[src/rtl/fb_pipeline_pkg.sv]
// Shared pipeline constants: hazard FSM state encodings and operand forward-select codes.
package fb_pipeline_pkg;

   localparam int unsigned STATE_W   = 2;
   localparam int unsigned FWD_W     = 2;
   localparam int unsigned MUL_CNT_W = 4;

   localparam logic [STATE_W-1:0] ST_IDLE       = 2'd0;
   localparam logic [STATE_W-1:0] ST_LOAD_STALL = 2'd1;
   localparam logic [STATE_W-1:0] ST_MUL_WAIT   = 2'd2;
   localparam logic [STATE_W-1:0] ST_MEM_WAIT   = 2'd3;

   localparam logic [FWD_W-1:0] FWD_RF    = 2'b00;
   localparam logic [FWD_W-1:0] FWD_MEMWB = 2'b01;
   localparam logic [FWD_W-1:0] FWD_EXMEM = 2'b10;

endpackage

[src/rtl/fb_fwd_select.sv]
// Operand forward select for one EX source slot; the youngest producer (EX/MEM) wins, x0 is never forwarded.
module fb_fwd_select
   import fb_pipeline_pkg::*;
#(
   parameter int unsigned REG_AW = 5
) (
   input  logic [REG_AW-1:0] rs,
   input  logic              ex_mem_regwrite,
   input  logic [REG_AW-1:0] ex_mem_rd,
   input  logic              mem_wb_regwrite,
   input  logic [REG_AW-1:0] mem_wb_rd,
   output logic [FWD_W-1:0]  sel_c
);

   always_comb begin
      sel_c = FWD_RF;
      if (ex_mem_regwrite && (ex_mem_rd != '0) && (ex_mem_rd == rs)) begin
         sel_c = FWD_EXMEM;
      end else if (mem_wb_regwrite && (mem_wb_rd != '0) && (mem_wb_rd == rs)) begin
         sel_c = FWD_MEMWB;
      end
   end

endmodule

[src/rtl/fb_hazard_unit.sv]
// Pipeline hazard unit: operand forwarding, load-use and multiplier scoreboard stalls,
// and data-memory wait handling, with a small debug FSM tracking the stall cause.
module fb_hazard_unit
   import fb_pipeline_pkg::*;
#(
   parameter int unsigned NUM_SRC = 2,
   parameter int unsigned REG_AW  = 5,
   parameter int unsigned MUL_LAT = 3
) (
   input  logic                      clk,
   input  logic                      rst,
   input  logic [NUM_SRC*REG_AW-1:0] if_id_rs,
   input  logic [NUM_SRC*REG_AW-1:0] id_ex_rs,
   input  logic                      id_ex_memread,
   input  logic                      id_ex_mul,
   input  logic [REG_AW-1:0]         id_ex_rd,
   input  logic                      ex_mem_regwrite,
   input  logic [REG_AW-1:0]         ex_mem_rd,
   input  logic                      mem_wb_regwrite,
   input  logic [REG_AW-1:0]         mem_wb_rd,
   input  logic                      dmem_ready,
   output logic [NUM_SRC*FWD_W-1:0]  forward_sel,
   output logic                      stall_if,
   output logic                      stall_id,
   output logic                      flush_ex,
   output logic                      stall_mem,
   output logic                      mul_busy,
   output logic [STATE_W-1:0]        state_o
);

   logic [STATE_W-1:0]   state_q,   state_d;
   logic [MUL_CNT_W-1:0] mul_cnt_q, mul_cnt_d;
   logic [REG_AW-1:0]    mul_rd_q,  mul_rd_d;

   logic ld_match_c;
   logic mul_match_c;
   logic load_use_c;
   logic mul_haz_c;

   for (genvar k = 0; k < NUM_SRC; k++) begin : g_fwd
      fb_fwd_select #(
         .REG_AW (REG_AW)
      ) u_fwd (
         .rs              (id_ex_rs[k*REG_AW +: REG_AW]),
         .ex_mem_regwrite (ex_mem_regwrite),
         .ex_mem_rd       (ex_mem_rd),
         .mem_wb_regwrite (mem_wb_regwrite),
         .mem_wb_rd       (mem_wb_rd),
         .sel_c           (forward_sel[k*FWD_W +: FWD_W])
      );
   end

   // Busy is masked while rst is high so reset-time outputs never see stale tracking.
   assign mul_busy  = (mul_cnt_q != '0) && !rst;
   assign stall_mem = !dmem_ready;
   assign state_o   = state_q;

   // Compare every ID source against the load destination and the outstanding multiply.
   always_comb begin
      ld_match_c  = 1'b0;
      mul_match_c = 1'b0;
      for (int k = 0; k < NUM_SRC; k++) begin
         if (if_id_rs[k*REG_AW +: REG_AW] == id_ex_rd) ld_match_c  = 1'b1;
         if (if_id_rs[k*REG_AW +: REG_AW] == mul_rd_q) mul_match_c = 1'b1;
      end
      load_use_c = id_ex_memread && (id_ex_rd != '0) && ld_match_c;
      mul_haz_c  = mul_busy && (mul_match_c || id_ex_mul);
   end

   always_comb begin
      stall_if = 1'b0;
      stall_id = 1'b0;
      flush_ex = 1'b0;
      if (!dmem_ready) begin
         stall_if = 1'b1;
         stall_id = 1'b1;
      end else if (load_use_c || mul_haz_c) begin
         stall_if = 1'b1;
         flush_ex = 1'b1;
      end
   end

   // Multiplier scoreboard: one outstanding result, frozen while memory stalls.
   always_comb begin
      mul_cnt_d = mul_cnt_q;
      mul_rd_d  = mul_rd_q;
      if (id_ex_mul && (id_ex_rd != '0) && dmem_ready && !mul_busy) begin
         mul_cnt_d = MUL_CNT_W'(MUL_LAT);
         mul_rd_d  = id_ex_rd;
      end else if ((mul_cnt_q != '0) && dmem_ready) begin
         mul_cnt_d = mul_cnt_q - MUL_CNT_W'(1);
      end
   end

   always_comb begin
      state_d = state_q;
      if (!dmem_ready) begin
         state_d = ST_MEM_WAIT;
      end else begin
         case (state_q)
            ST_IDLE: begin
               if (load_use_c)     state_d = ST_LOAD_STALL;
               else if (mul_haz_c) state_d = ST_MUL_WAIT;
            end
            ST_LOAD_STALL: state_d = ST_IDLE;
            ST_MUL_WAIT: begin
               if (mul_cnt_q == '0) state_d = ST_IDLE;
            end
            ST_MEM_WAIT: state_d = ST_IDLE;
            default:     state_d = ST_IDLE;
         endcase
      end
   end

   always_ff @(posedge clk) begin
      if (rst) begin
         state_q   <= ST_IDLE;
         mul_cnt_q <= '0;
         mul_rd_q  <= '0;
      end else begin
         state_q   <= state_d;
         mul_cnt_q <= mul_cnt_d;
         mul_rd_q  <= mul_rd_d;
      end
   end

endmodule

[config.mk]
export PLATFORM = sky130hd
export DESIGN_NAME = fb_hazard_unit
export DESIGN_NICKNAME = d
export VERILOG_FILES = /design/src/rtl/fb_pipeline_pkg.sv /design/src/rtl/fb_fwd_select.sv /design/src/rtl/fb_hazard_unit.sv
export SDC_FILE = /design/constraint.sdc
export NUM_CORES = 1
export LEC_CHECK = 0
export ABC_AREA = 1
export CORE_ASPECT_RATIO = 0.7
export CORE_UTILIZATION = 39
export CTS_CLUSTER_SIZE = 20
export DETAILED_ROUTE_END_ITERATION = 7
export PLACE_DENSITY = 0.87
export REMOVE_ABC_BUFFERS = 1
export SLEW_MARGIN = 0
export SYNTH_ARGS = -nofsm -noshare
export SYNTH_HDL_FRONTEND = slang
export SYNTH_HIERARCHICAL = 1
export SYNTH_SLANG_ARGS = --single-unit
export TNS_END_PERCENT = 100
[constraint.sdc]
create_clock -name clk -period 1.64 [get_ports clk]
set_clock_uncertainty 0.2 [all_clocks]
set_input_delay 0.492 -clock clk [delete_from_list [all_inputs] [get_ports clk]]
set_output_delay 0.492 -clock clk [all_outputs]
set_load 0.01 [all_outputs]
## Word level (Yosys, flattened, before mapping)

Cells that the tools add are included.

- Register bits: 11
- Input port bits: 42
- Word-level logic and storage cells: 66

- Add/sub/neg operators: 1
- Equal/unequal tests: 13
- Mux-type cells: 19
- Reductions and logical operators: 29

Operators by type and width:

| operator | count |
|---|---|
| == test 5 bit | 8 |
| 2-to-1 mux 2 bit | 8 |
| nonzero test 5 bit | 3 |
| logical AND 1 bit | 14 |
| 2-to-1 mux 1 bit | 10 |
| one-hot mux 2 bit (3 select lines) | 1 |
| == test 2 bit (second input constant) | 2 |
| zero test 4 bit | 1 |
| inequality test 4 bit (second input constant) | 1 |
| nonzero test 4 bit | 1 |
| OR reduction 2 bit | 2 |
| subtractor 4 x 1 -> 4 bit (second input constant) | 1 |
| zero test 1 bit | 3 |
| inequality test 3 bit (second input constant) | 1 |
| == test 2 x 1 -> 1 bit (second input constant) | 1 |
| zero test 2 bit | 1 |
| logical OR 1 bit | 2 |
| AND reduction 2 bit | 1 |
| nonzero test 2 bit | 1 |

## Logic depth before layout (Yosys ltp)

Gate-level depths: netlist of run 1.

- Depth in word-level cells: 9
- Depth in mapped cells: 11

## Hierarchy

Netlist of run 1, hierarchy kept.

Modules (own cells, without submodules):

| module | times used | cells each | area an instance (µm²) | sequential area each (µm²) |
|---|---|---|---|---|
| fb_hazard_unit | 1 | 153 | 878.3 | 220.2 |
| fb_fwd_select | 2 | 50 | 214.0 | 0.0 |

## Worst setup path before layout of run 1

Ideal clock, no wire load.

- Kind: register to output
- Start: register mul_cnt_q[0]
- End: output flush_ex
- Arrival time: 1261 ps
- Data required time: 948 ps
- Slack: -313 ps
- Cell stages (with the launch flop): 10
- Cells stage by stage: dfxtp_1 > inv_1 > ha_1 > inv_1 > nor3_4 > nor2_2 > nand2_1 > nand2_1 > inv_1 > nor2_1

- Word-level cells in the longest chain between the ends: 6

RTL lines:

| what | line | source |
|---|---|---|
| from (decl) | fb_hazard_unit.sv:32 | `logic [MUL_CNT_W-1:0] mul_cnt_q, mul_cnt_d;` |
| from (signal assigned) | fb_hazard_unit.sv:122 | `mul_cnt_q <= mul_cnt_d;` |
| nonzero test 4 bit | fb_hazard_unit.sv:54 | `assign mul_busy = (mul_cnt_q != '0) && !rst;` |
| logical AND 1 bit | fb_hazard_unit.sv:54 |  |
| via mul_busy | fb_hazard_unit.sv:27 | `output logic mul_busy,` |
| logical AND 1 bit | fb_hazard_unit.sv:67 | `mul_haz_c = mul_busy && (mul_match_c \|\| id_ex_mul);` |
| logical OR 1 bit | fb_hazard_unit.sv:77 | `end else if (load_use_c \|\| mul_haz_c) begin` |
| 2-to-1 mux 1 bit | fb_hazard_unit.sv:77 |  |
| 2-to-1 mux 1 bit | fb_hazard_unit.sv:74 | `if (!dmem_ready) begin` |
| to (decl) | fb_hazard_unit.sv:25 | `output logic flush_ex,` |

The timed path passes the listed nets, and every way through them passes these cells.

## Worst setup path in the final report of run 1

- Start: input if_id_rs[8]
- End: output stall_if

- Word-level cells in the longest chain between the ends: 7
- Elaborated cells between the ends (all ways): 10

RTL lines:

| what | line | source |
|---|---|---|
| from (decl) | fb_hazard_unit.sv:12 | `input logic [NUM_SRC*REG_AW-1:0] if_id_rs,` |
| == test 5 bit | fb_hazard_unit.sv:64 | `if (if_id_rs[k*REG_AW +: REG_AW] == mul_rd_q) mul_match_c = 1'b1;` |
| 2-to-1 mux 1 bit | fb_hazard_unit.sv:64 |  |
| logical OR 1 bit | fb_hazard_unit.sv:67 |  |
| logical AND 1 bit | fb_hazard_unit.sv:67 |  |
| logical OR 1 bit * | fb_hazard_unit.sv:77 |  |
| 2-to-1 mux 1 bit * | fb_hazard_unit.sv:77 |  |
| 2-to-1 mux 1 bit * | fb_hazard_unit.sv:74 |  |
| to (decl) | fb_hazard_unit.sv:23 | `output logic stall_if,` |

Every way passes the cells marked *; elsewhere a longest branch is shown, timed or not.

==> flow_summary.toml, run 1 <==
[grt]
met2_usage_pct = 49.0
grt_pass1_vias = 1829
grt_busiest_layer = "met2"
use_met3_pct = 8.03
grt_max_degree = 8
grt_pass1_wl_um = 8440
antenna_found_initial = 0
met1_usage_pct = 38.1
overflow = 0
track_usage_pct = 30.8

[detailed_routing]
dr.first_iter.drc_count = 226
dr.pass1.iters = 7
ant_nets = 0
avgRoutedWirePerCell_um = 18.3
drc = 2
routed_wl_um = 7120
vias_per_cell = 5.60
vias = 2177

[synth]
synth_cell_type_count = 21
syn_avg_cell_area_um2 = 5.16
synth.yosys.seq_area_share_pct = 16.9
yosysTopAreaCell = "nand2_1"
syn-instance-count = 253
syn-cell-area_um2 = 1310
yosys_warnings = 6
ys_ff_latch = 11
synth_top_area_share_pct = 26.4
yosys-top-cells-area = "nand2_1, dfxtp_1, inv_1"

[power_and_ir_drop]
power.leakage_nw = 1.38
pwr-share-comb_pct = 64.4
ir_worst_vdd_mv = 0.719
p_int_w = 0.00108
power_switching_w = 0.000779
p_seq_share_pct = 19.8
switching_share_pct = 41.9
clock_power_share_pct = 15.8
pwr_density_cell_nw_per_um2 = 701

[critical_path]
cp_max_fo = 3
cp-end-kind = "output port"
critical_path_class = "primary input to output port"
worstPathRequired_ns = 0.95
startpoint_type = "primary input"
cp.arrival_ns = 1.54

[clocking]
clk_pin_slew_ns = 0.06
cts_tree = "built"
insertion_delay_ns = 0.25
cts_buffers = 3
cts_max_path_buffers = 2
ctsHtreeMaxLevel = 1
cts_sinks = 11
root_buffer = "clkbuf_8"
hold_buffers = 0

[floorplanning]
fp.coreArea_um2 = 3170
fp.dieArea_um2 = 3590
die_width_um = 71.2
fp.dieH_um = 50.4
rows = 17
io_pins = 53
start_util_pct = 41.2

[cells_and_area]
antenna-diode-count = 0
fin_util_pct = 83.8
final_nets = 395
drive_gt1_share_pct = 61.5
instances_no_fill = 389
area_growth_pct = 103
fill_cells = 173

[placed_design]
place.gp.congestion = 0.889
hpwl_um = 3340
dp_slack_ns = -1.40
port_buffers = 52
dp_cells = 364

[timing]
drv_slew = 0
min_period_over_period_pct = 136
maxSlewHeadroom_pct = 74.8
rsz0062_at_grt = "yes"
worst_pin_slew_ns = 0.378
finalSetupViolCount = 18
finalHoldViolCount = 0
setup_tns_ns = -4.09
max_freq_mhz = 448
postLayoutSetupSlackWorst_ns = -0.590
finalCriticalPeriod_ns = 2.23

[run_status]
status = "complete, but fails checks"
violations = "DRC, setup timing"

[flow_run]
drv_cap = 0

[min_path]
hold_path_class = "primary input to flip-flop"
==> worst max-delay path: stages <==
cell,delay [ns]
buf_6,0.09
inv_1,0.04
nand2_1,0.11
nand2_2,0.08
nor2_4,0.13
nand3_2,0.09
nand2_2,0.09
nand2_2,0.07
nand2_2,0.08
inv_2,0.04
nand2_1,0.07
buf_2,0.16
==> logic make-up after synthesis <==
group / after synthesis / synth area share, %
and+or+nand+nor: 152 / 49.5
adders and majority gates: 1 / 0.958
xor gates and xnor gates: 9 / 6.03
buffers and inverters: 53 / 15.9
DFF: 11 / 16.9
AOI/OAI and AO/OA: 27 / 10.7
==> cell usage after synthesis <==
cell type and number:
nor3_4 1, nand3_4 1, nor3_1 2, nor2_2 6
nand2_2 2, nand2_1 92, inv_2 5, xor2_1 5
nor2_1 31, nand3_1 16, o21ai_0 10, a21oi_1 12
inv_1 46, dfxtp_1 11, clkinv_4 1, buf_4 1
xnor2_1 4, ha_1 1, nor2_4 1, a21boi_0 2
o21ai_1 3
==> layer usage <==
| metal | vias to the layer above | part of all wire [%] |
|---|---|---|
| met4 | 0 | 6.6 |
| met3 | 49 | 10 |
| li1 | 968 | - |
| met2 | 165 | 44 |
| met5 | - | 0 |
| met1 | 995 | 39 |
==> worst paths after layout <==
kind           startpoint  cells past startpoint  slack, ns          end
max           if_id_rs[8]                     12      -0.59     stall_if
min           id_ex_rd[2]                      3       0.36  mul_rd_q[2]
max reg2reg  mul_cnt_q[0]                     14      -0.30   state_o[1]
min reg2reg   mul_rd_q[2]                      3       0.36  mul_rd_q[2]
==> sequential cells by signal, summed over array words and instances (netlist names) <==
register / flops
mul_rd_q: 5
mul_cnt_q: 4
state_o: 2
==> final cells by class <==
class / instances / area, um2 / share of cell area [%]
inverter: 52 / 245 / 9.23
clock buffer: 3 / 41.3 / 1.55
sequential: 11 / 228 / 8.57
timing repair buffer: 94 / 900 / 33.9
multi-input combinational: 190 / 1190 / 44.8
clock inverter: 1 / 5.00 / 0.188
tap: 38 / 47.5 / 1.79
==> metrics by stage <==
| step | hold WS (ns) | cell area (um2) | power [W] |
|---|---|---|---|
| 2_1_floorplan | 0.275 | 1300 | 0.000715 |
| 3_3_place_gp | 0.345 | 2030 | 0.00108 |
| 3_5_place_dp | 0.357 | 2030 | 0.00110 |
| 4_1_cts | 0.340 | 2310 | 0.00156 |
| 5_1_grt | 0.375 | 2660 | 0.00193 |
| 6_report | 0.362 | 2660 | 0.00186 |
==> power by group through the flow <==
stage          combinational [W]  sequential (W)  clock, W
2_1_floorplan           0.000362        0.000354         0
3_3_place_gp            0.000726        0.000352         0
3_5_place_dp            0.000746        0.000356         0
4_1_cts                 0.000914        0.000360  0.000290
5_1_grt                  0.00126        0.000370  0.000303
6_report                 0.00120        0.000368  0.000295
==> what timing repair did <==
| item | CTS | global route |
|---|---|---|
| buffers inserted | 20 | 3 |
| hold endpoints to repair | 0 | 0 |
| resized for setup | 301 | 108 |
| pin swaps | 50 | 60 |
| endpoints found under the setup margin | 22 | 18 |
| cloned | 1 | 0 |
==> cell usage in the layout (no fill, tap or decap), types with 2 or more instances in the layout <==
cell            n
buf_6          26
buf_12          7
xor2_1          4
o21ai_2         5
nand3_2         5
buf_4          39
a21boi_2        2
a21oi_1         7
a21oi_2         5
xnor2_1         2
clkbuf_8        3
inv_2          23
dfxtp_1         5
inv_4           8
nor2_1         16
o21ai_0         5
nor3_4          2
dfxtp_2         6
inv_1          17
nand2_2        32
nand3_1        11
buf_8           4
nand2_1        58
buf_2          12
nand3_4         2
xnor2_2         2
o21ai_1         3
nor2_4          8
nand2_4         4
dlygate4sd2_1   5
nor2_2         14
No activity file was read; power rests on OpenSTA's default activity.
==> run 2: changes to the inputs <==
CORE_UTILIZATION = 47   (was 39)
PLACE_DENSITY = 0.95   (was 0.87)
clock period = 2.7 ns   (was 1.64 ns; I/O delays follow)
==> run 2 against run 1 <==
  * The flow now stops in 5_1_grt
  * Synthesized cell count stayed put
  * Area after synthesis stayed put
==> flow_summary.toml, run 2 <==
[run_status]
haltStage = "5_1_grt"
status = "stopped before the end"
tool.error = "[ERROR GRT-0232] Routing congestion too high. Check the congestion heatmap in the GUI."

[placed_design]
place.gp.congestion = 0.953
port_buffers = 52
hpwl_um = 3440
place_area_um2 = 1950

[grt]
overflow = 9
track_usage_pct = 73.6
grt_max_degree = 8

[clocking]
cts_sinks = 11
hold_buffers = 0
cts_max_path_buffers = 2
ctsHtreeMaxLevel = 1
root_buffer = "clkbuf_8"
cts_buffers = 3

[synth]
synth_edf_count = 0
synth_cell_type_count = 21
syn-cell-area_um2 = 1310
async_reset_ff_share_pct = 0
ys_ff_latch = 11
yosysMostFrequentCell = "nand2_1"
syn-instance-count = 253
yosysTopAreaCell = "nand2_1"
synth_top_area_share_pct = 26.4
yosys-top-cells-area = "nand2_1, dfxtp_1, inv_1"
yosys_warnings = 6
netlist_top_cells_count = "nand2_1, inv_1, nor2_1, nand3_1, a21oi_1"
synth.yosys.seq_area_share_pct = 16.9
syn_avg_cell_area_um2 = 5.16
synth_ff_type = "dfxtp_1"

[floorplanning]
fp.dieH_um = 46.1
rows = 15
io_pins = 53
die_width_um = 65.0
start_util_pct = 51.2

[timing]
worstEndpointType = "top-level output"
grt_repair_worst_endpoint = "stall_if"
run 2: cell counts after synthesis:
No cell type changed its count.
run 2: timing repair:
action                                  4_1_cts
gates resized for setup                     183
pin swaps                                    35
cloned                                        1
endpoints found under the setup margin        9
setup buffers                                31
run 2: through the flow:
stage	worst slack, ns	hold WS, ns	utilization (%)	setup TNS [ns]	cells
after CTS	-0.151	0.318	87.1	-0.518	386
after global placement	-0.911	0.293	76.5	-5.43	350
after detailed placement	-0.986	0.307	76.5	-5.74	350
after floorplan	0.180	0.275	-	0	252
run 2: logic make-up after synthesis:
| logic type | synth area share (%) |
|---|---|
| AO/OA/AOI/OAI | 10.7 |
| flip-flops | 16.9 |
| AND/OR/NAND/NOR | 49.5 |
| buffers and inverters | 15.9 |
| XOR/XNOR | 6.03 |
| adder cells (fa/ha/maj) | 0.958 |
run 2: per-layer routing:
| metal | overflow | global-route usage, % |
|---|---|---|
| met1 | 0 | 71.3 |
| met2 | 4 | 94.4 |
| met3 | 0 | 60.4 |
| met4 | 5 | 74.3 |
| met5 | 0 | 14.3 |
==> run 3: changes to the inputs <==
CORE_AREA = 2 2 63 65   (was not set)
CORE_ASPECT_RATIO = not set   (was 0.7)
CORE_UTILIZATION = not set   (was 47)
CTS_CLUSTER_SIZE = not set   (was 20)
DIE_AREA = 0 0 65 67   (was not set)
PLACE_DENSITY = not set   (was 0.95)
PLACE_DENSITY_LB_ADDON = 0.15   (was not set)
==> run 3 against run 2 <==
  * The flow now finishes, with violations (setup timing)
==> flow_summary.toml, run 3 (synthesis results as in run 1) <==
[run_status]
status = "complete, but fails checks"
violations = "setup timing"

[grt]
antenna_found_initial = 0
grt_busiest_layer = "met2"
grt_max_degree = 11
met2_usage_pct = 38.3
use_met3_pct = 3.72
overflow = 0
grt_pass1_wl_um = 7330
grt_pass1_vias = 1706
track_usage_pct = 21.6
met1_usage_pct = 27.3

[detailed_routing]
routed_wl_um = 4800
ant_nets = 0
dr.first_iter.drc_count = 140
dr.pass1.iters = 4
avgRoutedWirePerCell_um = 11.9
vias_per_cell = 4.65
drc = 0
vias = 1877

[cells_and_area]
final_common_cell = "nand2_1"
largest_register_ffs = 5
max_flop_register = "mul_rd_q"
post-route-cell-area_um2 = 2360
antenna-diode-count = 0
layout_common_cells = "nand2_1, buf_4, inv_1"
fill_cells = 323
drive_gt1_share_pct = 46.1
final_nets = 400
area_growth_pct = 81.0

[timing]
rsz0062_at_grt = "yes"
drv_slew = 0
setup_tns_ns = -0.294
finalHoldViolCount = 0
worst_pin_slew_ns = 0.282
min_period_over_period_pct = 106
max_freq_mhz = 348
postLayoutSetupSlackWorst_ns = -0.173
maxSlewHeadroom_pct = 81.2
finalSetupViolCount = 2
finalCriticalPeriod_ns = 2.87

[critical_path]
crit_path_frequent_cell = "nand2_2"
path_cells = "buf_2 > inv_2 > nand2_1 > nand2_1 > nor2_1 > nand3_1 > nand2_2 > nand2_2 > nand2_2 > inv_2 > nor2_1 > buf_2"
reg2reg_slack_ns = 0.92
cp-end-kind = "output port"
cpPeakStageDelay_ns = 0.14
crit_buf_inv = 4
cp_slowest_cell = "buf_2"
reg2reg_from = "mul_cnt_q[1]"
setup.worst_path.end = "flush_ex"
cp_max_fo = 3
rr_worst_depth = 10
crit_path_start = "if_id_rs[7]"
r2r-end = "mul_rd_q[4]"
critical_path_depth = 12
critical_path_class = "primary input to output port"
startpoint_type = "primary input"
crit_family = "simple AND/OR/NAND/NOR gates"
cp.arrival_ns = 1.86
worstPathRequired_ns = 1.69

[clocking]
hold_buffers = 0
cts_tree = "built"
insertion_delay_ns = 0.25
cts_buffers = 3
ctsHtreeMaxLevel = 1
cts_max_path_buffers = 2
clk_pin_slew_ns = 0.06
cts_sinks = 11
root_buffer = "clkbuf_8"

[floorplanning]
io_pins = 53
die_width_um = 65
rows = 22
fp.coreArea_um2 = 3610
fp.dieArea_um2 = 4360
fp.dieH_um = 67
start_util_pct = 36.2

[placed_design]
place_area_um2 = 2030
port_buffers = 52
place.gp.congestion = 0.831
hpwl_um = 2940

[power_and_ir_drop]
pwr_density_cell_nw_per_um2 = 367
power.leakage_nw = 1.33
ir_worst_vdd_mv = 0.304

[min_path]
hold_path_class = "flip-flop to flip-flop"
hp-start = "mul_rd_q[2]"

[flow_run]
drv_cap = 0
[run 3: per-layer routing]
layer,vias up,part of all wire (%)
met5,-,0
met1,828,43
met3,10,7.5
met4,0,1.4
li1,971,-
met2,68,48
[run 3: cell type report]
class / instances / area (um2) / share of cell area, %
inverter: 52 / 200 / 8.47
sequential: 11 / 220 / 9.31
clock buffer: 3 / 41.3 / 1.75
tap: 48 / 60.1 / 2.54
timing repair buffer: 99 / 787 / 33.3
clock inverter: 1 / 5.00 / 0.212
multi-input combinational: 190 / 1050 / 44.4
[run 3: worst min path at each step]
stage / endpoint / slack [ns] / depth (start not counted)
3_3_place_gp: mul_rd_q[2] / 0.30 / 2
5_1_grt: mul_cnt_q[2] / 0.35 / 2
6_report: mul_rd_q[2] / 0.32 / 2
2_1_floorplan: mul_rd_q[1] / 0.28 / 2
4_1_cts: mul_rd_q[1] / 0.31 / 2
3_5_place_dp: mul_rd_q[1] / 0.30 / 2
[run 3: timing repair]
item | in CTS | in global routing
resized for setup | 173 | 83
setup endpoints to repair | 9 | 16
setup buffers | 30 | 2
cloned | 0 | 1
pin swaps | 35 | 45
[run 3: report_power, final]
part           switching [W]  internal, W
sequential         0.0000253     0.000191
combinational       0.000247     0.000229
clock              0.0000737     0.000102
total               0.000346     0.000523
[run 3: metrics by stage]
| stage | utilization, % | std cells | hold WS (ns) | worst slack (ns) | total power (W) |
|---|---|---|---|---|---|
| global placement | 56.3 | 372 | 0.301 | -0.983 | 0.000629 |
| floorplan | - | 252 | 0.275 | 0.180 | 0.000435 |
| global route | 65.6 | 404 | 0.355 | -0.254 | 0.000941 |
| finish | 65.6 | 404 | 0.316 | -0.173 | 0.000868 |
| CTS | 62.8 | 406 | 0.313 | -0.117 | 0.000831 |
| detailed placement | 56.3 | 372 | 0.305 | -0.991 | 0.000631 |
[run 3: worst reg2reg max path, cell delays in order, from the launching register on]
cell and delay, ns:
dfxtp_1 0.32, inv_1 0.05, ha_1 0.13, inv_1 0.07
nor3_4 0.15, nor2_2 0.08, buf_4 0.15, nor2_4 0.12
nand3_2 0.17, o21ai_1 0.17, a21oi_1 0.05
